$ cat config.mk
export PLATFORM = sky130hd
export DESIGN_NAME = hazard_ctrl
export DESIGN_NICKNAME = d
export VERILOG_FILES = /design/src/rtl/hazard_ctrl.sv
export SDC_FILE = /design/constraint.sdc
export NUM_CORES = 1
export LEC_CHECK = 0
export ABC_AREA = 1
export CORE_AREA = 8 8 52 54
export DETAILED_ROUTE_END_ITERATION = 10
export DIE_AREA = 0 0 60 62
export PLACE_DENSITY_LB_ADDON = 0.3
export SETUP_SLACK_MARGIN = 0.4
export SYNTH_ARGS = -nofsm -noshare
export SYNTH_HDL_FRONTEND = slang
export SYNTH_SLANG_ARGS = --single-unit
$ cat constraint.sdc
create_clock -name clk -period 2.01 [get_ports clk]
set_input_delay 0.3015 -clock clk [delete_from_list [all_inputs] [get_ports clk]]
set_output_delay 0.3015 -clock clk [all_outputs]
set_load 0.005 [all_outputs]
$ cat src/rtl/hazard_ctrl.sv
// Pipeline hazard controller: redirect flush, load-use stall and memory freeze sequencing.
// Optional `HAZARD_STATS_EN adds saturating redirect/stall event counters.
module hazard_ctrl #(
    parameter int FLUSH_DEPTH = 2
) (
    input  logic       clk,
    input  logic       rst,
    input  logic       redirect,
    input  logic [1:0] PC_sel_in,
    input  logic       ex_is_load,
    input  logic [4:0] ex_rd,
    input  logic [4:0] id_rs1,
    input  logic [4:0] id_rs2,
    input  logic       id_use_rs1,
    input  logic       id_use_rs2,
    input  logic       mem_busy,
    output logic [1:0] PC_sel_out,
    output logic       PC_write,
    output logic       IFID_write,
    output logic       IFID_flush,
    output logic       IDEX_flush,
    output logic       is_flushed,
`ifdef HAZARD_STATS_EN
    output logic [31:0] redirect_cnt,
    output logic [31:0] stall_cnt,
`endif
    output logic [1:0] state
);

    localparam logic [1:0] RUN       = 2'b00;
    localparam logic [1:0] STALL_LU  = 2'b01;
    localparam logic [1:0] STALL_MEM = 2'b10;
    localparam logic [1:0] REDIRECT  = 2'b11;
    localparam logic [1:0] CNT_INIT  = 2'(FLUSH_DEPTH - 1);

    logic [1:0] cnt, cnt_nxt;
    logic [1:0] state_nxt;
    logic       pend, pend_nxt;
    logic [1:0] pend_sel, pend_sel_nxt;
    logic       flush_once, flush_once_nxt;
    logic       apply;
    logic [1:0] apply_sel;
    logic       load_use;

    assign load_use = ex_is_load && (ex_rd != 5'd0) &&
                      ((id_use_rs1 && (id_rs1 == ex_rd)) || (id_use_rs2 && (id_rs2 == ex_rd)));

    always_comb begin
        PC_sel_out     = 2'b00;
        PC_write       = 1'b1;
        IFID_write     = 1'b1;
        IFID_flush     = 1'b0;
        IDEX_flush     = 1'b0;
        is_flushed     = (state == REDIRECT) || flush_once;
        state_nxt      = state;
        cnt_nxt        = cnt;
        pend_nxt       = pend;
        pend_sel_nxt   = pend_sel;
        flush_once_nxt = 1'b0;
        apply          = 1'b0;
        apply_sel      = PC_sel_in;
        case (state)
            RUN: begin
                if (mem_busy) begin
                    PC_write   = 1'b0;
                    IFID_write = 1'b0;
                    state_nxt  = STALL_MEM;
                    if (redirect) begin
                        pend_nxt     = 1'b1;
                        pend_sel_nxt = PC_sel_in;
                    end
                end else if (redirect) begin
                    apply = 1'b1;
                end else if (load_use) begin
                    PC_write   = 1'b0;
                    IFID_write = 1'b0;
                    IDEX_flush = 1'b1;
                    state_nxt  = STALL_LU;
                end
            end
            STALL_LU: state_nxt = RUN;
            STALL_MEM: begin
                if (mem_busy) begin
                    PC_write   = 1'b0;
                    IFID_write = 1'b0;
                    if (redirect) begin
                        pend_nxt     = 1'b1;
                        pend_sel_nxt = PC_sel_in;
                    end
                end else if (pend) begin
                    apply     = 1'b1;
                    apply_sel = pend_sel;
                    pend_nxt  = 1'b0;
                end else begin
                    state_nxt = RUN;
                end
            end
            default: begin
                // Redirects arriving while the flush window is open are dropped.
                if (cnt == 2'd0) state_nxt = RUN;
                else             cnt_nxt   = cnt - 2'd1;
            end
        endcase
        if (apply) begin
            PC_sel_out = apply_sel;
            PC_write   = 1'b1;
            IFID_write = 1'b1;
            IFID_flush = 1'b1;
            IDEX_flush = 1'b1;
            if (FLUSH_DEPTH == 1) begin
                state_nxt      = RUN;
                flush_once_nxt = 1'b1;
            end else begin
                state_nxt = REDIRECT;
                cnt_nxt   = CNT_INIT;
            end
        end
        if (!rst) begin
            PC_sel_out = 2'b00;
            PC_write   = 1'b0;
            IFID_write = 1'b0;
            IFID_flush = 1'b1;
            IDEX_flush = 1'b1;
            is_flushed = 1'b1;
        end
    end

    always_ff @(posedge clk) begin
        if (!rst) begin
            state      <= RUN;
            cnt        <= 2'd0;
            pend       <= 1'b0;
            pend_sel   <= 2'b00;
            flush_once <= 1'b0;
        end else begin
            state      <= state_nxt;
            cnt        <= cnt_nxt;
            pend       <= pend_nxt;
            pend_sel   <= pend_sel_nxt;
            flush_once <= flush_once_nxt;
        end
    end

`ifdef HAZARD_STATS_EN
    always_ff @(posedge clk) begin
        if (!rst) begin
            redirect_cnt <= 32'd0;
            stall_cnt    <= 32'd0;
        end else begin
            if (apply && (redirect_cnt != 32'hFFFF_FFFF)) redirect_cnt <= redirect_cnt + 32'd1;
            if (!PC_write && (stall_cnt != 32'hFFFF_FFFF)) stall_cnt <= stall_cnt + 32'd1;
        end
    end
`endif

endmodule

==> out/metrics.cfg <==
[outcome]
status = complete, no violations

[worst_setup_path]
critical_path_class = in -> out
cp_data_required_time_ns = 1.71
path_buf_inv = 5
path_depth = 8
arrival_ns = 1.59
reg2regPathDepth = 10
crit_family = buffers and inverters
cp_slowest_cell = clkdlybuf4s50_1
crit_path_max_fanout = 3
path_cells = clkdlybuf4s50_1, inv_1, o21ai_4, buf_6, buf_6, nor2_2, a21oi_2, buf_2
worst_setup_path_end_kind = output pin
critPathLaunchType = input port
crit_path_frequent_cell = buf_6
worst_path_largest_cell_delay_ns = 0.52

[cells_and_area]
n_antenna_cell = 0
final_common_cell = nand2_1
multi_input_area_um2 = 588
nFillCells = 149
seqCellArea_um2 = 145
syn_to_final_growth_pct = 89.0
fin_nets = 224
final_cells = 222
mostFrequentLayoutCells = nand2_1 (33), buf_4 (22), inv_1 (17)
layout-drive-gt1-share_pct = 50.8

[synthesis]
synth-seq-cells = 7
syn_avg_cell_area_um2 = 5.64
muxShareOfSynthArea_pct = 0
synth_area_leaders = nand2_1 (21%), dfxtp_1 (19%), inv_1 (11%), ha_1 (6.8%), nor2_1 (6.6%)
yosys.area.top_type_share_pct = 21.3
synth_cells = 131
netlist_area_um2 = 739
synth_top_family_by_area = simple AND/OR/NAND/NOR gates
ys_seq_area_share_pct = 19.0
yosys_warnings = 0
synth_top_area_cell = nand2_1
synth-compound-area-share_pct = 14.7
synthesis.nets = 159
post_synth_num_cell_types = 23
synthSimpleGateAreaFrac_pct = 41.8
synth_fa_ha_area_share_pct = 6.77
synth-xor-area-share_pct = 1.18

[global_route]
track_usage_pct = 14.6
grt_pass1_vias = 1000
grt_pass1_wl_um = 4170
overflow = 0
grt_max_degree = 5
antenna_found_initial = 0

[place]
place_inst = 204
gp_congestion = 0.890
hpwl_um = 1810
io_buffers = 32

[power]
ir_drop_mv = 0.866
p_total_mw = 1.19
cellLeakagePower_nw = 0.771
power.density_nw_per_um2 = 853

[cts]
hold_buffers = 0
htree_num_levels = 1
clockRootBuffer = clkbuf_4
cts_tree = yes
cts_buffers = 3
path_clk_slew_ns = 0.06
clock-sinks = 7
clock_latency_ns = 0.26
clk_path_buf_depth = 2

[die]
start_util_pct = 38.9
row_count = 16
floorplan.core_area_um2 = 1900
fp.dieW_um = 60
io_pins = 33
die-height_um = 62
dieArea_um2 = 3720

[sta]
fin_crit_ns = 1.89
rsz0062_at_grt = yes
relSlewSlack_pct = 67.0
fin_worst_skew_ns = 0.00782
finalSetupViolCount = 0
tightest_slew_ns = 0.495
max_freq_ghz = 0.530
fin_crit_sh_pct = 93.9
finalHoldViolCount = 0
maxSlewViolCount = 0

[route]
first_pass_iters = 4
vias = 1039
drt_iter0_drc = 33
drt.antenna.violating_nets = 0
routedWlPerCell_um = 12.8
drt_wl_total_um = 2850
drc = 0
vias_per_cell = 4.68

[worst_hold_path]
hold_path.class = reg -> reg
hold_depth = 2

[job]
drv_cap = 0

[metal layers]
| metal | up-vias | GRT usage (%) | wire (um) |
|---|---|---|---|
| met3 | 6 | 6.58 | 204 |
| met2 | 37 | 25.4 | 1480 |
| met1 | 471 | 15.8 | 1110 |
| li1 | 525 | - | - |
| met5 | - | 0 | 0 |
| met4 | 0 | 3.40 | 53 |
[state kept, by name, indices dropped and copies added (netlist names)]
| signal | flops |
|---|---|
| cnt | 2 |
| pend | 1 |
| state | 2 |
| pend_sel | 2 |
[synthesized netlist by cell type]
cell type  instances
inv_4              1
xor2_1             1
nand4_1            1
nand2_2            1
o21ai_0            4
o21ai_1            1
a22oi_1            1
a21oi_1            9
inv_2              8
o21bai_1           1
nor2_8             1
o21ai_4            1
ha_1               4
nand2_4            1
nand3_1            7
nor3_1             1
nor2_1            13
inv_1             21
buf_4              1
a211oi_1           1
or2_2              3
nand2_1           42
dfxtp_1            7
[tightest hold or removal path, stage by stage (launching register included)]
cell     delay, ns
dfxtp_1       0.31
inv_1         0.05
a21oi_1       0.05
[cells by family after synthesis]
family,count (synthesis)
simple gates,70
buf+inv,31
compound gates,18
flops,7
fa+ha+maj,4
xor+xnor,1
[path summary, 6_finish.rpt]
check                                         startpoint                        to  slack (ns)
worst max-delay path                            redirect                IFID_write        0.12
worst min-delay path            pend_sel[1]$_SDFFE_PN0P_  pend_sel[1]$_SDFFE_PN0P_        0.46
worst max register to register     state[0]$_SDFFE_PN0P_     state[0]$_SDFFE_PN0P_        0.35
worst min register to register  pend_sel[1]$_SDFFE_PN0P_  pend_sel[1]$_SDFFE_PN0P_        0.46
[through the flow]
stage / hold slack (ns) / instance area (um2) / utilization (%) / worst slack, ns / setup TNS, ns
2_1_floorplan: 0.415 / 746 / - / 0.405 / 0
3_3_place_gp: 0.431 / 1200 / 63.4 / -0.281 / -1.28
3_5_place_dp: 0.445 / 1200 / 63.4 / -0.287 / -1.43
4_1_cts: 0.454 / 1360 / 71.4 / 0.164 / 0
5_1_grt: 0.471 / 1400 / 73.5 / 0.0440 / 0
6_report: 0.457 / 1400 / 73.5 / 0.122 / 0
[area by class of cell]
type / instances / area share, %
tap: 27 / 2.42
inverter: 30 / 8.77
clock buffer: 4 / 1.88
multi-input combinational: 93 / 42.1
timing repair buffer: 61 / 34.5
sequential: 7 / 10.4
[report_power, final]
part	internal [mW]	switching [mW]	total (mW)
combinational	0.426	0.417	0.842
clock	0.0760	0.0559	0.132
sequential	0.186	0.0320	0.218
[repair_timing]
| action | in CTS | in global routing |
|---|---|---|
| endpoints found under the setup margin | 7 | 9 |
| resized for setup | 72 | 61 |
| buffers inserted | 11 | 3 |
| pin swaps | 20 | 24 |
Note: power is estimated with default switching activity, not from simulation.
